$ cat config.mk
export PLATFORM = sky130hd
export DESIGN_NAME = spi_rx_frame_ctrl_flat
export DESIGN_NICKNAME = d
export VERILOG_FILES = /design/src/rtl/spi_rx_frame_ctrl_if.sv /design/src/rtl/spi_rx_frame_ctrl.sv /design/src/flat_wrapper.sv
export SDC_FILE = /design/constraint.sdc
export NUM_CORES = 1
export LEC_CHECK = 0
export BUFFER_PORTS_ARGS = -buffer_cell sky130_fd_sc_hd__clkbuf_2
export CAP_MARGIN = 40
export CORE_MARGIN = 1.5
export CORE_UTILIZATION = 60
export DETAILED_ROUTE_END_ITERATION = 12
export PLACE_DENSITY = 0.87
export SYNTH_ARGS = -nofsm -noshare
export SYNTH_HDL_FRONTEND = slang
export SYNTH_SLANG_ARGS = --single-unit
$ cat constraint.sdc
create_clock -name clock -period 10.9 [get_ports clock]
set_input_delay 0.545 -clock clock [delete_from_list [all_inputs] [get_ports clock]]
set_output_delay 0.545 -clock clock [all_outputs]
set_load 0.005 [all_outputs]
$ cat src/rtl/spi_rx_frame_ctrl_if.sv
// Bus between the SPI receive frame controller and its deserializer/CPU side.
// master drives words and CPU controls; slave is the frame controller.
interface spi_rx_frame_ctrl_if #(parameter int AW = 3);
  logic          word_valid;
  logic [15:0]   word_data;
  logic          slaveChipSelectN;
  logic          rd_en;
  logic [15:0]   rd_data;
  logic          rd_valid;
  logic          frame_ack;
  logic          clr_err;
  logic          frame_ready;
  logic [7:0]    frame_cmd;
  logic [7:0]    frame_len;
  logic [AW:0]   fifo_count;
  logic          overrun;
  logic          frame_err;
  logic          irq;

  modport master (
    output word_valid, word_data, slaveChipSelectN, rd_en, frame_ack, clr_err,
    input  rd_data, rd_valid, frame_ready, frame_cmd, frame_len, fifo_count,
           overrun, frame_err, irq
  );

  modport slave (
    input  word_valid, word_data, slaveChipSelectN, rd_en, frame_ack, clr_err,
    output rd_data, rd_valid, frame_ready, frame_cmd, frame_len, fifo_count,
           overrun, frame_err, irq
  );
endinterface

$ cat src/rtl/spi_rx_frame_ctrl.sv
// SPI receive frame controller: parses header + len payload words per chip-select
// transaction, buffers payload in a FIFO for the CPU, flags overrun/abort.
module spi_rx_frame_ctrl #(
  parameter int DEPTH = 8,
  parameter int AW    = 3
) (
  input  logic clock,
  input  logic reset,
  spi_rx_frame_ctrl_if.slave bus
);

  typedef enum logic [1:0] {IDLE, PAYLOAD, DONE, DROP} state_t;

  localparam logic [AW:0] FULL = (AW+1)'(DEPTH);

  state_t        state, state_nx;
  logic [15:0]   mem [DEPTH];
  logic [AW-1:0] wptr, rptr;
  logic [AW:0]   count;
  logic [7:0]    cnt, cmd, len;
  logic [15:0]   rd_data;
  logic          rd_valid, overrun, frame_err, done_d;
  logic          push, pop, flush, hdr, ovr_set, err_set;

  always_comb begin
    state_nx = state;
    push     = 1'b0;
    flush    = 1'b0;
    hdr      = 1'b0;
    ovr_set  = 1'b0;
    err_set  = 1'b0;
    pop      = bus.rd_en && (count != '0);
    case (state)
      IDLE: begin
        if (bus.word_valid) begin
          hdr      = 1'b1;
          state_nx = (bus.word_data[7:0] == 8'd0) ? DONE : PAYLOAD;
        end
      end
      PAYLOAD: begin
        // Abort beats everything else, including a same-cycle pop.
        if (bus.slaveChipSelectN) begin
          flush    = 1'b1;
          err_set  = 1'b1;
          pop      = 1'b0;
          state_nx = IDLE;
        end else if (bus.word_valid) begin
          if (count == FULL && !pop) begin
            ovr_set  = 1'b1;
            state_nx = DROP;
          end else begin
            push = 1'b1;
            if (cnt + 8'd1 == len) state_nx = DONE;
          end
        end
      end
      DONE: begin
        if (bus.word_valid) ovr_set  = 1'b1;
        if (bus.frame_ack)  state_nx = IDLE;
      end
      DROP: begin
        if (bus.slaveChipSelectN) state_nx = IDLE;
      end
      default: state_nx = IDLE;
    endcase
  end

  always_ff @(posedge clock or posedge reset) begin
    if (reset) begin
      state     <= IDLE;
      cnt       <= '0;
      cmd       <= '0;
      len       <= '0;
      overrun   <= 1'b0;
      frame_err <= 1'b0;
      done_d    <= 1'b0;
    end else begin
      state  <= state_nx;
      done_d <= (state == DONE);
      if (hdr) begin
        cmd <= bus.word_data[15:8];
        len <= bus.word_data[7:0];
        cnt <= '0;
      end else if (push) begin
        cnt <= cnt + 8'd1;
      end
      // A new error in the same cycle as clr_err stays set.
      overrun   <= ovr_set | (overrun   & ~bus.clr_err);
      frame_err <= err_set | (frame_err & ~bus.clr_err);
    end
  end

  always_ff @(posedge clock) begin
    if (push) mem[wptr] <= bus.word_data;
  end

  always_ff @(posedge clock or posedge reset) begin
    if (reset) begin
      wptr     <= '0;
      rptr     <= '0;
      count    <= '0;
      rd_data  <= '0;
      rd_valid <= 1'b0;
    end else begin
      rd_valid <= pop;
      if (flush) begin
        wptr  <= '0;
        rptr  <= '0;
        count <= '0;
      end else begin
        if (push) wptr <= wptr + 1'b1;
        if (pop) begin
          rd_data <= mem[rptr];
          rptr    <= rptr + 1'b1;
        end
        case ({push, pop})
          2'b10:   count <= count + 1'b1;
          2'b01:   count <= count - 1'b1;
          default: count <= count;
        endcase
      end
    end
  end

  assign bus.rd_data     = rd_data;
  assign bus.rd_valid    = rd_valid;
  assign bus.frame_ready = (state == DONE);
  assign bus.irq         = (state == DONE) && !done_d;
  assign bus.frame_cmd   = cmd;
  assign bus.frame_len   = len;
  assign bus.fifo_count  = count;
  assign bus.overrun     = overrun;
  assign bus.frame_err   = frame_err;

endmodule
$ cat src/flat_wrapper.sv
// flat-port wrapper written by rule: the top's interface ports become plain ports
module spi_rx_frame_ctrl_flat 
#(
  parameter int DEPTH = 8,
  parameter int AW    = 3
)
  (clock, reset, bus_word_valid, bus_word_data, bus_slaveChipSelectN, bus_rd_en, bus_frame_ack, bus_clr_err, bus_rd_data, bus_rd_valid, bus_frame_ready, bus_frame_cmd, bus_frame_len, bus_fifo_count, bus_overrun, bus_frame_err, bus_irq);
  spi_rx_frame_ctrl_if #(.AW(AW)) bus_i ();
  input  logic clock;
  input  logic reset;
  input wire logic [$bits(bus_i.word_valid)-1:0] bus_word_valid;
  input wire logic [$bits(bus_i.word_data)-1:0] bus_word_data;
  input wire logic [$bits(bus_i.slaveChipSelectN)-1:0] bus_slaveChipSelectN;
  input wire logic [$bits(bus_i.rd_en)-1:0] bus_rd_en;
  input wire logic [$bits(bus_i.frame_ack)-1:0] bus_frame_ack;
  input wire logic [$bits(bus_i.clr_err)-1:0] bus_clr_err;
  output wire logic [$bits(bus_i.rd_data)-1:0] bus_rd_data;
  output wire logic [$bits(bus_i.rd_valid)-1:0] bus_rd_valid;
  output wire logic [$bits(bus_i.frame_ready)-1:0] bus_frame_ready;
  output wire logic [$bits(bus_i.frame_cmd)-1:0] bus_frame_cmd;
  output wire logic [$bits(bus_i.frame_len)-1:0] bus_frame_len;
  output wire logic [$bits(bus_i.fifo_count)-1:0] bus_fifo_count;
  output wire logic [$bits(bus_i.overrun)-1:0] bus_overrun;
  output wire logic [$bits(bus_i.frame_err)-1:0] bus_frame_err;
  output wire logic [$bits(bus_i.irq)-1:0] bus_irq;
  assign bus_i.word_valid = bus_word_valid;
  assign bus_i.word_data = bus_word_data;
  assign bus_i.slaveChipSelectN = bus_slaveChipSelectN;
  assign bus_i.rd_en = bus_rd_en;
  assign bus_i.frame_ack = bus_frame_ack;
  assign bus_i.clr_err = bus_clr_err;
  assign bus_rd_data = bus_i.rd_data;
  assign bus_rd_valid = bus_i.rd_valid;
  assign bus_frame_ready = bus_i.frame_ready;
  assign bus_frame_cmd = bus_i.frame_cmd;
  assign bus_frame_len = bus_i.frame_len;
  assign bus_fifo_count = bus_i.fifo_count;
  assign bus_overrun = bus_i.overrun;
  assign bus_frame_err = bus_i.frame_err;
  assign bus_irq = bus_i.irq;
  spi_rx_frame_ctrl #(.DEPTH(DEPTH), .AW(AW)) u_core (.clock(clock), .reset(reset), .bus(bus_i));
endmodule
---- Yosys cells after proc, flatten, opt, wreduce, memory -nomap -nowiden ----
Memory sizes are Yosys's and may differ from the RTL's. A register that Yosys moved wholly into a read port is not among the register bits.
Index checks and enable logic that the tools add are counted.
operators by class
  add/subtract/negate cells ............... 5
  eq/ne operators ......................... 12
  multiplexer cells ....................... 33
  bitwise operators ....................... 6
  reductions and logical operators ........ 14
operators by type and width
  cell                 count
  $mux 2               8
  $mux 8               2
  $mux 1               15
  $mux 3               4
  $add 8x1->8 const B  1
  $eq 8x8->1           1
  $logic_not 8->1      1
  $pmux 2 s4           1
  $pmux 4 s2           1
  $add 3x1->3 const B  2
  $eq 2x2->1 const B   3
  $ne 2x2->1 const B   3
  $reduce_bool 2->1    3
  $reduce_and 5->1     1
  $add 4x1->4 const B  1
  $eq 2x1->1 const B   2
  $eq 4x4->1 const B   1
  $mux 4               1
  $ne 4x2->1 const B   1
  $reduce_bool 4->1    1
  $sub 4x1->4 const B  1
  $logic_and 1x1->1    3
  $ne 3x3->1 const B   1
  $reduce_bool 3->1    1
  other kinds (7)      11
word-level totals
  register bits ........................... 40
  bits in writable memories ............... 128
  input bits .............................. 23
  output and inout bits ................... 41
  memories kept ........................... 1
memories
  memory      words  bits a word  read ports  clocked after Yosys merged registers in  wr ports  line                     text
  u_core.mem  8      16           1           1                                        1         spi_rx_frame_ctrl.sv:17  logic [15:0] mem [DEPTH];

---- Logic depth before layout (Yosys ltp) ----
Gate-level depths: netlist of run 1.
  word-level depth ........................ 11
  gate-level depth with buffers ........... 15
  gate-level depth less buffers ........... 13

---- Least setup slack after synthesis of run 1 ----
No wires, ideal clock.
  path kind ............................... register to register
  start point ............................. register u_core.state[1]
  end point ............................... memory u_core.mem[1][0] (enable)
  library setup time ...................... 0.436 ns
  arrival time ............................ 3.346 ns
  path slack .............................. 7.118 ns
  cell stages (with the launch flop) ...... 9
  buffers on the path ..................... 1
  clock period less this slack ............ 3.782 ns
  path through ............................ dfrtp_1 -> inv_1 -> ha_1 -> nor2b_1 -> o21ai_2 -> nor2_1 -> inv_1 -> buf_2 -> nor4b_1
on the way
  longest elaborated chain between the ends .. 4
ends and longest elaborated chain
  item                          line                     text
  start: declaration            spi_rx_frame_ctrl.sv:16  state_t state, state_nx;
  start signal: assignment      spi_rx_frame_ctrl.sv:78  state <= state_nx;
  $eq 2x1->1                    spi_rx_frame_ctrl.sv:33  case (state)
  $mux 1                        spi_rx_frame_ctrl.sv:33
  $mux 1                        spi_rx_frame_ctrl.sv:94  if (push) mem[wptr] <= bus.word_data;
  $mux 1 (not written as such)  spi_rx_frame_ctrl.sv:94
  end: declaration              spi_rx_frame_ctrl.sv:17
Every way passes these cells.

---- Worst setup path after layout of run 1 ----
  start point ............................. register u_core.state[1]
  end point ............................... register u_core.count[2] (netlist: u_core.bus.fifo_count[2])
on the way
  longest elaborated chain between the ends .. 5
ends and longest elaborated chain
  item                                      line                      text
  $eq 2x1->1 (*)                            spi_rx_frame_ctrl.sv:33
  $mux 1                                    spi_rx_frame_ctrl.sv:33
  $eq 2x1->1 or $eq 2x2->1 (tied branches)  spi_rx_frame_ctrl.sv:116  case ({push, pop})
  $pmux 4 s2                                spi_rx_frame_ctrl.sv:116
  $mux 4                                    spi_rx_frame_ctrl.sv:106  if (flush) begin
  end signal: assignment                    spi_rx_frame_ctrl.sv:117  2'b10: count <= count + 1'b1;
  end signal: assignment                    spi_rx_frame_ctrl.sv:118  2'b01: count <= count - 1'b1;
  end signal: assignment                    spi_rx_frame_ctrl.sv:119  default: count <= count;
  end: declaration                          spi_rx_frame_ctrl.sv:19   logic [AW:0] count;
Every way passes the cells marked *; elsewhere a longest branch is shown, timed or not.
A chain may end at the register's enable or synchronous reset.

==> impl.org, run 1 <==
** Global routing
- Global routing finished with a remaining overflow of 0.
- The first global-routing pass estimated 24800 µm of wire.
- For this run, the total global-route usage over all layers was measured as 26.1%.
- Number of antenna violations at the first check in global routing :: 0
- Vias in the first global route :: roughly 4500
- Largest net degree at the start of global routing :: 57

** Worst setup path
- For this run, the slowest stage of the critical path takes approximately 410 ps.
- Count of buffer and inverter cells on the critical path :: 2
- Worst Path Required :: ~11000 ps
- The worst register-to-register path ends at u_core.bus.fifo_count[2]$_DFFE_PP0P_.
- Biggest fanout along the worst timing path :: 12
- CP most frequent cell :: sky130_fd_sc_hd__ha_1
- The cell family contributing the most delay on the critical path is simple AND/OR/NAND/NOR gates.
- R2R Path Start :: u_core.state[1]$_DFFE_PP0P_
- Class of the most critical setup path :: reg -> reg
- STA classifies the critical path endpoint as a flop.
- Traced cell by cell, the critical path runs through inv_1 -> ha_1 -> nor2b_1 -> o21ai_2 -> nor2_1 -> inv_1 -> ha_1 -> xor2_1 -> ha_1 -> a21oi_1 -> xor2_1 -> or3_1 -> a21oi_1.
- Data on the critical path arrives at its endpoint at 3880 ps.
- Slack of the worst reg-to-reg path :: about 7400 ps
- The worst register-to-register path has a depth of 13.
- Cell with the largest stage delay on the worst path :: sky130_fd_sc_hd__dfrtp_1
- The worst setup path is launched from a flop.

** Layout
- Most common library cell in the layout ignoring fill and taps :: sky130_fd_sc_hd__edfxtp_1
- After the flow finishes, the layout carries non-filler instances totaling 720.
- Once layout is complete, the utilization of the core stands at a little under three quarters.
- # diodes :: 0
- Ratio of cells with drive above 1 in the final layout :: roughly 32%
- The layout has slightly below 800 filler cells.
- Fin nets :: 569
- Compared with the post-synthesis result, the final layout area differs by 16.6%.
- Commonest cells after routing, fill and taps aside :: sky130_fd_sc_hd__edfxtp_1 (128), sky130_fd_sc_hd__clkbuf_2 (63), sky130_fd_sc_hd__dfrtp_1 (55), sky130_fd_sc_hd__mux4_2 (32), sky130_fd_sc_hd__nor2_1 (31)

** Clock network
- For the worst-skew pair, the clock arrives at the later sink with an insertion delay of ~450 ps.
- Buffers inserted during clock tree synthesis total 17.
- Number of post-CTS setup repair buffers :: 0
- Hold buffer count at cts :: 0
- CTS root buf :: sky130_fd_sc_hd__clkbuf_16
- H-tree depth reported by CTS :: 4
- Post_cts resized :: 0
- Number of sinks driven by the clock tree :: roughly 180
- Clock-pin slew was measured on the worst setup and hold paths at around 70 ps.
- CTS tree :: built
- Number of buffers on the longest clock path :: 2

** STA
- Final worst clock skew :: 12.6 ps
- For the finished layout, the period the worst path requires is approximately 3500 ps.
- Setup repair after global routing left no endpoint under its margin.
- Peak clock frequency supported by timing :: about 280 MHz
- Number of slew-limit violations in the final report :: 0
- For the pin with the worst max-slew slack, the measured transition is 785 ps.
- Setup slack on the critical path of the routed design comes to 7370 ps.
- The number of hold-slack violations in the final timing report is 0.
- Final setup fails :: 0
- Worst slew margin relative to its limit :: 47.1%
- Sum of negative setup slack :: 0 ps
- After layout, the worst path uses between 30 and 40% of the clock period.

** Yosys
- Mapped Nets :: just under 500
- Number of flops mapped to enable cells by yosys :: between 100 and 150
- Synth cell types :: 54
- After synthesis the cells add up to 7630 µm².
- A synthesized cell averages between 15 and 20 µm².
- After synthesis the netlist holds a flip-flop and latch count of 184.
- Of the synthesized area, sequential elements account for a little under 70%.
- The most used flip-flop cell after synthesis is sky130_fd_sc_hd__edfxtp_1.
- The Yosys step of the flow raised 0 warnings.
- After synthesis, the share of flip-flops with an asynchronous set or reset is a little under a third.
- The cell count after synthesis came out at roughly 460.

** Routing
- After detailed routing, the number of remaining DRC violations is 0.
- Once detail routing completed, the nets flagged for antenna violations numbered 0.
- Detailed routing inserted a total of approximately 4400 vias.
- Vias per Instance :: between 6 and 7
- Starting DRT DRC Count :: 437
- Dividing the detail-routed wire length by the instance count gives between 20 and 25 µm.
- Iteration count of the initial detailed-routing pass :: 5
- Routed wire length :: around 16000 µm

** Floorplan
- Chip width :: around 120 µm
- The region available for standard cell placement spans around 13000 µm².
- Area of the die :: around 13000 µm²
- The initialized floorplan defines 41 standard-cell rows.
- Die Y-Extent :: around 120 µm
- I/O pins :: 64
- Initial standard-cell utilization of the core :: 61.0%

** Placed design
- Number of placed instances, taps included :: about 690
- Prior to clock tree synthesis, the placed netlist has a worst setup slack of ~7500 ps.
- During placement, the flow inserted port buffers numbering 63.
- Half-perimeter wire length after placement :: approximately 10000 µm
- Gpl congestion :: between 0.8 and 0.9

** Power and ir drop
- Power spread over the standard cell area amounts to around 260 nW/µm².
- Static Leak :: 3.24 nW
- Max IR drop VDD :: 0.000136 V
- Overall power consumption after layout is estimated at 2.29 mW.

** Outcome
- The flow ran to the end, and the final reports show no timing, DRC or antenna violations.

** Worst hold path
- Worst min-delay path class :: in -> async

** Job
- Number of maximum-capacitance constraint violations :: 0
[Yosys cell counts, types with 2 or more instances]
cell type,instances,area [µm²]
sky130_fd_sc_hd__a21oi_1,24,120
sky130_fd_sc_hd__mux2i_1,18,180
sky130_fd_sc_hd__nor4_1,2,12.5
sky130_fd_sc_hd__clkbuf_2,2,10.0
sky130_fd_sc_hd__o211ai_1,2,15.0
sky130_fd_sc_hd__a222oi_1,2,20.0
sky130_fd_sc_hd__o31a_1,3,26.3
sky130_fd_sc_hd__buf_2,7,35.0
sky130_fd_sc_hd__mux2_2,16,180
sky130_fd_sc_hd__a31oi_1,2,12.5
sky130_fd_sc_hd__o31ai_1,2,15.0
sky130_fd_sc_hd__nand3_1,4,20.0
sky130_fd_sc_hd__o22ai_1,2,12.5
sky130_fd_sc_hd__inv_1,14,52.6
sky130_fd_sc_hd__nor3_1,7,35.0
sky130_fd_sc_hd__clkbuf_1,12,45.0
sky130_fd_sc_hd__nand2_1,8,30.0
sky130_fd_sc_hd__nor2_1,32,120
sky130_fd_sc_hd__or3_1,4,25.0
sky130_fd_sc_hd__a22oi_1,2,15.0
sky130_fd_sc_hd__mux4_2,32,721
sky130_fd_sc_hd__o21a_1,2,15.0
sky130_fd_sc_hd__o21ai_0,9,45.0
sky130_fd_sc_hd__nor2b_1,4,25.0
sky130_fd_sc_hd__nand2b_1,3,18.8
sky130_fd_sc_hd__edfxtp_1,128,3840
sky130_fd_sc_hd__nor3b_1,3,22.5
sky130_fd_sc_hd__ha_1,11,138
sky130_fd_sc_hd__xor2_1,12,105
sky130_fd_sc_hd__xnor2_1,8,70.1
sky130_fd_sc_hd__dfrtp_1,56,1400
sky130_fd_sc_hd__o2bb2ai_1,6,52.6
[flip-flops by register name (all words and copies together), names as in the netlist]
register and flops:
u_core.mem 128, u_core.bus.rd_data 16, u_core.bus.frame_cmd 8, u_core.bus.frame_len 8
u_core.cnt 8, u_core.bus.fifo_count 4, u_core.rptr 3, u_core.wptr 3
u_core.state 2, u_core.bus.frame_err 1, u_core.bus.overrun 1, u_core.bus.rd_valid 1
u_core.done_d 1
[kinds of logic (layout without fill, tap and decap cells)]
logic type / after synthesis / after routing / share of synthesized area (%)
flip-flops: 184 / 184 / 68.7
buffers and inverters: 36 / 123 / 1.92
multiplexers: 66 / 66 / 14.2
XOR/XNOR: 20 / 20 / 2.30
AND/OR/NAND/NOR: 78 / 78 / 5.36
adder cells (fa/ha/maj): 11 / 11 / 1.80
AO/OA/AOI/OAI: 66 / 66 / 5.72
[worst max path at each step]
| stage | start | endpoint | depth (start not counted) |
|---|---|---|---|
| after global placement | u_core.state[1]$_DFFE_PP0P_ | u_core.bus.fifo_count[2]$_DFFE_PP0P_ | 13 |
| after global routing | u_core.state[1]$_DFFE_PP0P_ | u_core.bus.fifo_count[2]$_DFFE_PP0P_ | 13 |
| after detailed placement | u_core.state[1]$_DFFE_PP0P_ | u_core.bus.fifo_count[2]$_DFFE_PP0P_ | 13 |
| after CTS | u_core.state[1]$_DFFE_PP0P_ | u_core.bus.fifo_count[2]$_DFFE_PP0P_ | 13 |
| final | u_core.state[1]$_DFFE_PP0P_ | u_core.bus.fifo_count[2]$_DFFE_PP0P_ | 13 |
| after floorplan | u_core.state[1]$_DFFE_PP0P_ | u_core.mem[1][0]$_DFFE_PP_ | 8 |
[cell type report]
cell class | count | area [µm²] | area share, %
multi-input cells | 241 | 2290 | 25.8
clock inverters | 15 | 206 | 2.32
well taps | 172 | 215 | 2.42
clock buffers | 17 | 425 | 4.78
repair buffers | 77 | 463 | 5.20
inverters | 14 | 52.6 | 0.590
flip-flops and latches | 184 | 5250 | 58.9
[where the power goes]
part           switching, mW  internal (mW)
registers             0.0953          0.856
logic                  0.355          0.333
clock network          0.284          0.371
total                  0.735           1.56
[metrics by stage]
| stage | area (µm²) | hold WS, ps |
|---|---|---|
| floorplan | 7630 | 477 |
| global placement | 8200 | 463 |
| detailed placement | 8270 | 469 |
| CTS | 8900 | 322 |
| global route | 8900 | 362 |
| finish | 8900 | 289 |
[worst register-to-register path: stages, from the launching register on]
cell and delay, ps:
sky130_fd_sc_hd__dfrtp_1 410, sky130_fd_sc_hd__inv_1 130, sky130_fd_sc_hd__ha_1 220, sky130_fd_sc_hd__nor2b_1 270, sky130_fd_sc_hd__o21ai_2 180, sky130_fd_sc_hd__nor2_1 380, sky130_fd_sc_hd__inv_1 350, sky130_fd_sc_hd__ha_1 390
sky130_fd_sc_hd__xor2_1 180, sky130_fd_sc_hd__ha_1 200, sky130_fd_sc_hd__a21oi_1 150, sky130_fd_sc_hd__xor2_1 100, sky130_fd_sc_hd__or3_1 320, sky130_fd_sc_hd__a21oi_1 170
[routing by layer]
layer	part of all wire, %	GRT usage (%)	vias up
met1	39	34.1	2249
li1	-	-	1927
met2	51	42.1	205
met3	7.1	7.22	37
met5	0	0	-
met4	2.7	10.5	0
Power figures use the tool's default switching activity.
==> run 2: changes to the inputs <==
--- a/config.mk
+++ b/config.mk
@@ -5,12 +5,13 @@
 export SDC_FILE = /design/constraint.sdc
 export NUM_CORES = 1
 export LEC_CHECK = 0
+export ABC_AREA = 1
 export BUFFER_PORTS_ARGS = -buffer_cell sky130_fd_sc_hd__clkbuf_2
 export CAP_MARGIN = 40
 export CORE_MARGIN = 1.5
-export CORE_UTILIZATION = 60
+export CORE_UTILIZATION = 59
 export DETAILED_ROUTE_END_ITERATION = 12
-export PLACE_DENSITY = 0.87
+export PLACE_DENSITY = 0.86
 export SYNTH_ARGS = -nofsm -noshare
 export SYNTH_HDL_FRONTEND = slang
 export SYNTH_SLANG_ARGS = --single-unit
==> constraint.sdc (replaced) <==
create_clock -name clock -period 3.5 [get_ports clock]
set_input_delay 0.175 -clock clock [delete_from_list [all_inputs] [get_ports clock]]
set_output_delay 0.175 -clock clock [all_outputs]
set_load 0.005 [all_outputs]
==> impl.org, run 2 <==
** Outcome
- Outcome :: finished clean

** Yosys
- The number of flops mapped to enable cells by yosys came to 128 (unchanged).
- In the synthesized netlist the dominant register cell turns out to be sky130_fd_sc_hd__edfxtp_1.
- Sequential area share after synthesis :: 67.9% (-0.85 points)
- Mapped Nets :: 675 (+36%)
- The register bit total from synthesis came to 184 (unchanged).
- Average size of a mapped cell :: 12.1 µm² (-27%)
- Summed instance area of the synthesized netlist :: 7730 µm² (+1.2%)
- Synth cell types :: 37 (-31%)
- Share of the synthesized area in the top cell type :: 49.7% (-0.62 points)
- sky130_fd_sc_hd__edfxtp_1 takes more of the synthesized area than any other cell.
- The async set-reset flop share out of synthesis was 30.4% (unchanged).
- The total number of yosys warnings was 0 (unchanged).
- Sorting the synthesized cells by area gives the leading types as sky130_fd_sc_hd__edfxtp_1 (50%), sky130_fd_sc_hd__dfrtp_1 (18%), sky130_fd_sc_hd__o21ai_0 (4.3%).
- Among all cell types in the netlist, the one instantiated most often is sky130_fd_sc_hd__edfxtp_1.
- By count the netlist is led by sky130_fd_sc_hd__edfxtp_1 (128), sky130_fd_sc_hd__nand2_1 (85), sky130_fd_sc_hd__nor2_1 (83), sky130_fd_sc_hd__o21ai_0 (66), sky130_fd_sc_hd__dfrtp_1 (56).
- Synthesized netlist cell count :: 641 (+39%)

** STA
- The worst slew margin relative to its limit was 38.7% (-8.4 points).
- The number of hold-slack violations in the final timing report is 0 (unchanged).
- The share of the cycle needed by the critical path after routing was 81.0% (+49 points).
- The setup TNS is 0 ps (unchanged).
- The fmax was 353 MHz (+24%).
- Final worst clock skew :: 10.8 ps (-1.80 ps)
- Worst Max-Slew Pin Slew :: 917 ps (+132 ps)
- Number of slew-limit violations in the final report :: 0 (unchanged)
- Final setup fails :: 0 (unchanged)
- The time the worst path needs with I/O delays and setup was 2830 ps (-693 ps).
- Setup repair after global routing left no endpoint under its margin.

** Clock network
- Number of buffers on the longest clock path :: 2 (unchanged)
- Number of sinks driven by the clock tree :: 184 (unchanged)
- The TritonCTS buffer count was 17 (unchanged).
- TritonCTS built the clock tree.
- Clock Pin Slew Worst Setup and Hold Paths :: 70 ps (about the same)
- The number of resized instances in the post-cts repair step was 0 (unchanged).
- Latest clock arrival within the worst-skew pair :: 440 ps (about the same)
- The tree is rooted in a sky130_fd_sc_hd__clkbuf_16.
- H-tree depth reported by CTS :: 4 (unchanged)

** Global routing
- The number of global-route vias before repair was 5471 (+23%).
- Total Routing Usage GR :: 26.1% (about the same)
- Number of antenna violations at the first check in global routing :: 0 (unchanged)
- Grt ovf :: 0 (unchanged)
- First-pass GRT wire length :: 27600 µm (+11%)
- Largest net degree at the start of global routing :: 67 (+18%)

** Placed design
- Half-perimeter wire length after placement :: 11000 µm (+8.9%)
- Gpl congestion :: 0.872 (+7.4%)
- Number of I/O port buffers :: 63 (unchanged)

** Worst setup path
- Element type at the critical path end :: flop
- Biggest fanout along the worst timing path :: 21 (+9)
- The startpoint identified for the worst register-to-register timing path is u_core.state[1]$_DFFE_PP0P_.
- Worst Setup Start Kind :: flop
- Worst Path Required :: 3850 ps (-7400 ps)
- The endpoint arrival time on the critical path came to 3180 ps (-700 ps).
- Class of the most critical setup path :: reg -> reg
- The worst reg2reg path depth was 14 (+1).
- Cell with the largest stage delay on the worst path :: sky130_fd_sc_hd__dfrtp_1
- In this run the worst setup path begins at u_core.state[1]$_DFFE_PP0P_.
- The stage delay of the slowest cell on the critical path was 410 ps (about the same).
- The signal on the critical path passes through inv_1 -> ha_1 -> nand2_1 -> inv_2 -> nor2_8 -> ha_1 -> nand2_1 -> inv_1 -> nor2_1 -> ha_1 -> a21oi_1 -> xnor2_1 -> nand2_1 -> o21ai_0.

** Routing
- The vias after detailed routing came to 5408 (+22%).
- The number of vias per cell was 6.02 (-2.0%).
- The final routed wire length divided by cell count was 19.4 µm (-14%).
- DR DRC count :: 0 (unchanged)
- The iteration count of the initial detailed-routing pass is 6 (+1).
- Starting DRT DRC Count :: 632 (+45%)
- The remaining antenna violation count was 0 (unchanged).
- Routed wire length :: 17400 µm (+6.8%)

** Layout
- The fraction of layout cells with a size suffix above 1 is 18.2% (-14 points).
- Number of flip-flops under the largest register name :: 128 (unchanged)
- Commonest cells after routing, fill and taps aside :: sky130_fd_sc_hd__edfxtp_1 (128), sky130_fd_sc_hd__nand2_1 (85), sky130_fd_sc_hd__nor2_1 (83), sky130_fd_sc_hd__o21ai_0 (66), sky130_fd_sc_hd__clkbuf_2 (63)
- Filler Cells Inserted :: 861 (+8.7%)
- Area used by multi-input combinational logic :: 2180 µm² (-4.9%)
- Leading registers by flop count :: u_core.mem (128), u_core.bus.rd_data (16)
- Most common library cell in the layout ignoring fill and taps :: sky130_fd_sc_hd__edfxtp_1
- # diodes :: 0 (unchanged)
- Top register by number of flip-flops :: u_core.mem
- The sequential standard cell area came to 5250 µm² (unchanged).
- Fin nets :: 748 (+31%)
- Layout overhead on the synthesized area :: 16.0%

** Floorplan
- Floorplan row count :: 41 (unchanged)
- Initial standard-cell utilization of the core :: 60.7% (-0.24 points)
- The floorplan die area is 13800 µm² (+2.9%).
- The top-level port count was 64 (unchanged).
- The height of the die is 117 µm (+1.4%).
- Chip width :: 117 µm (+1.4%)
- The area inside the core boundary came to 12700 µm² (+1.6%).

** Power and ir drop
- The leakage power is 3.53 nW (+8.9%).
- Max IR drop VDD :: 0.000509 V (+280%)
- The power per standard cell area came to 782 nW/µm² (+200%).
- Design Power :: 7.01 mW (+210%)

** Worst hold path
- Worst min-delay path class :: in -> reg
- Depth of the worst hold-timing path :: 1
- Hold Crit Start :: bus_word_data[11]

** Job
- Number of maximum-capacitance constraint violations :: 0 (unchanged)
[run 2: repair_timing]
action                                  4_1_cts  5_1_grt
endpoints found under the hold margin        42        0
buffers inserted                              0        0
hold buffers                                  2        0
endpoints found under the setup margin        0        0
[run 2: metrics by stage]
| stage | setup WS (ps) | std cells | hold WS [ps] | area (µm²) | utilization, % |
|---|---|---|---|---|---|
| 2_1_floorplan | 613 | 641 | 274 | 7730 | - |
| 3_3_place_gp | 943 | 862 | 374 | 8250 | 64.8 |
| 3_5_place_dp | 735 | 865 | 80.0 | 8320 | 65.4 |
| 4_1_cts | 705 | 899 | 20.9 | 8960 | 70.5 |
| 5_1_grt | 397 | 899 | 36.1 | 8960 | 70.5 |
| 6_report | 665 | 899 | 37.4 | 8960 | 70.5 |
[run 2: power by group]
group | switching (mW) | internal, mW
registers | 0.237 | 2.65
clock network | 0.759 | 1.28
logic | 1.30 | 0.793
total | 2.29 | 4.72
[run 2: logic make-up after synthesis]
family	after synthesis	share of synthesized area, %
simple gates	203	11.0
flops	184	67.9
compound gates	136	11.2
buf+inv	77	4.03
mux	24	3.24
fa+ha+maj	11	1.78
xor+xnor	6	0.875
[run 2: worst max-delay path: cells and delay by family, from the launching register on]
kind,cells,cell delay (ps)
fa+ha+maj,3,720
simple gates,5,820
xor+xnor,1,140
buf+inv,3,410
flops,1,410
compound gates,2,240
[run 2: per-layer routing]
metal	track usage [%]	vias up	wire length [µm]
met5	0	-	0
met4	10.0	0	304
met3	6.42	32	1400
met2	43.2	299	8640
met1	33.5	2633	7060
li1	-	2444	-
[run 2: worst paths after layout]
kind / endpoint / slack [ps]
worst max-delay path: u_core.bus.fifo_count[2]$_DFFE_PP0P_ / 670
worst min-delay path: u_core.mem[4][11]$_DFFE_PP_ / 40
worst max register to register: u_core.bus.fifo_count[2]$_DFFE_PP0P_ / 670
worst min register to register: u_core.bus.frame_cmd[7]$_DFFE_PP0P_ / 500
max in group asynchronous: u_core.cnt[4]$_DFFE_PP0P_ / 2590
min in group asynchronous: u_core.done_d$_DFF_PP0_ / 180
[run 2: layout make-up]
class / instances / share of cell area [%]
clock buffers: 22 / 5.07
clock inverters: 10 / 1.94
inverters: 48 / 2.01
multi-input cells: 380 / 24.3
flip-flops and latches: 184 / 58.5
well taps: 172 / 2.40
repair buffers: 83 / 5.75
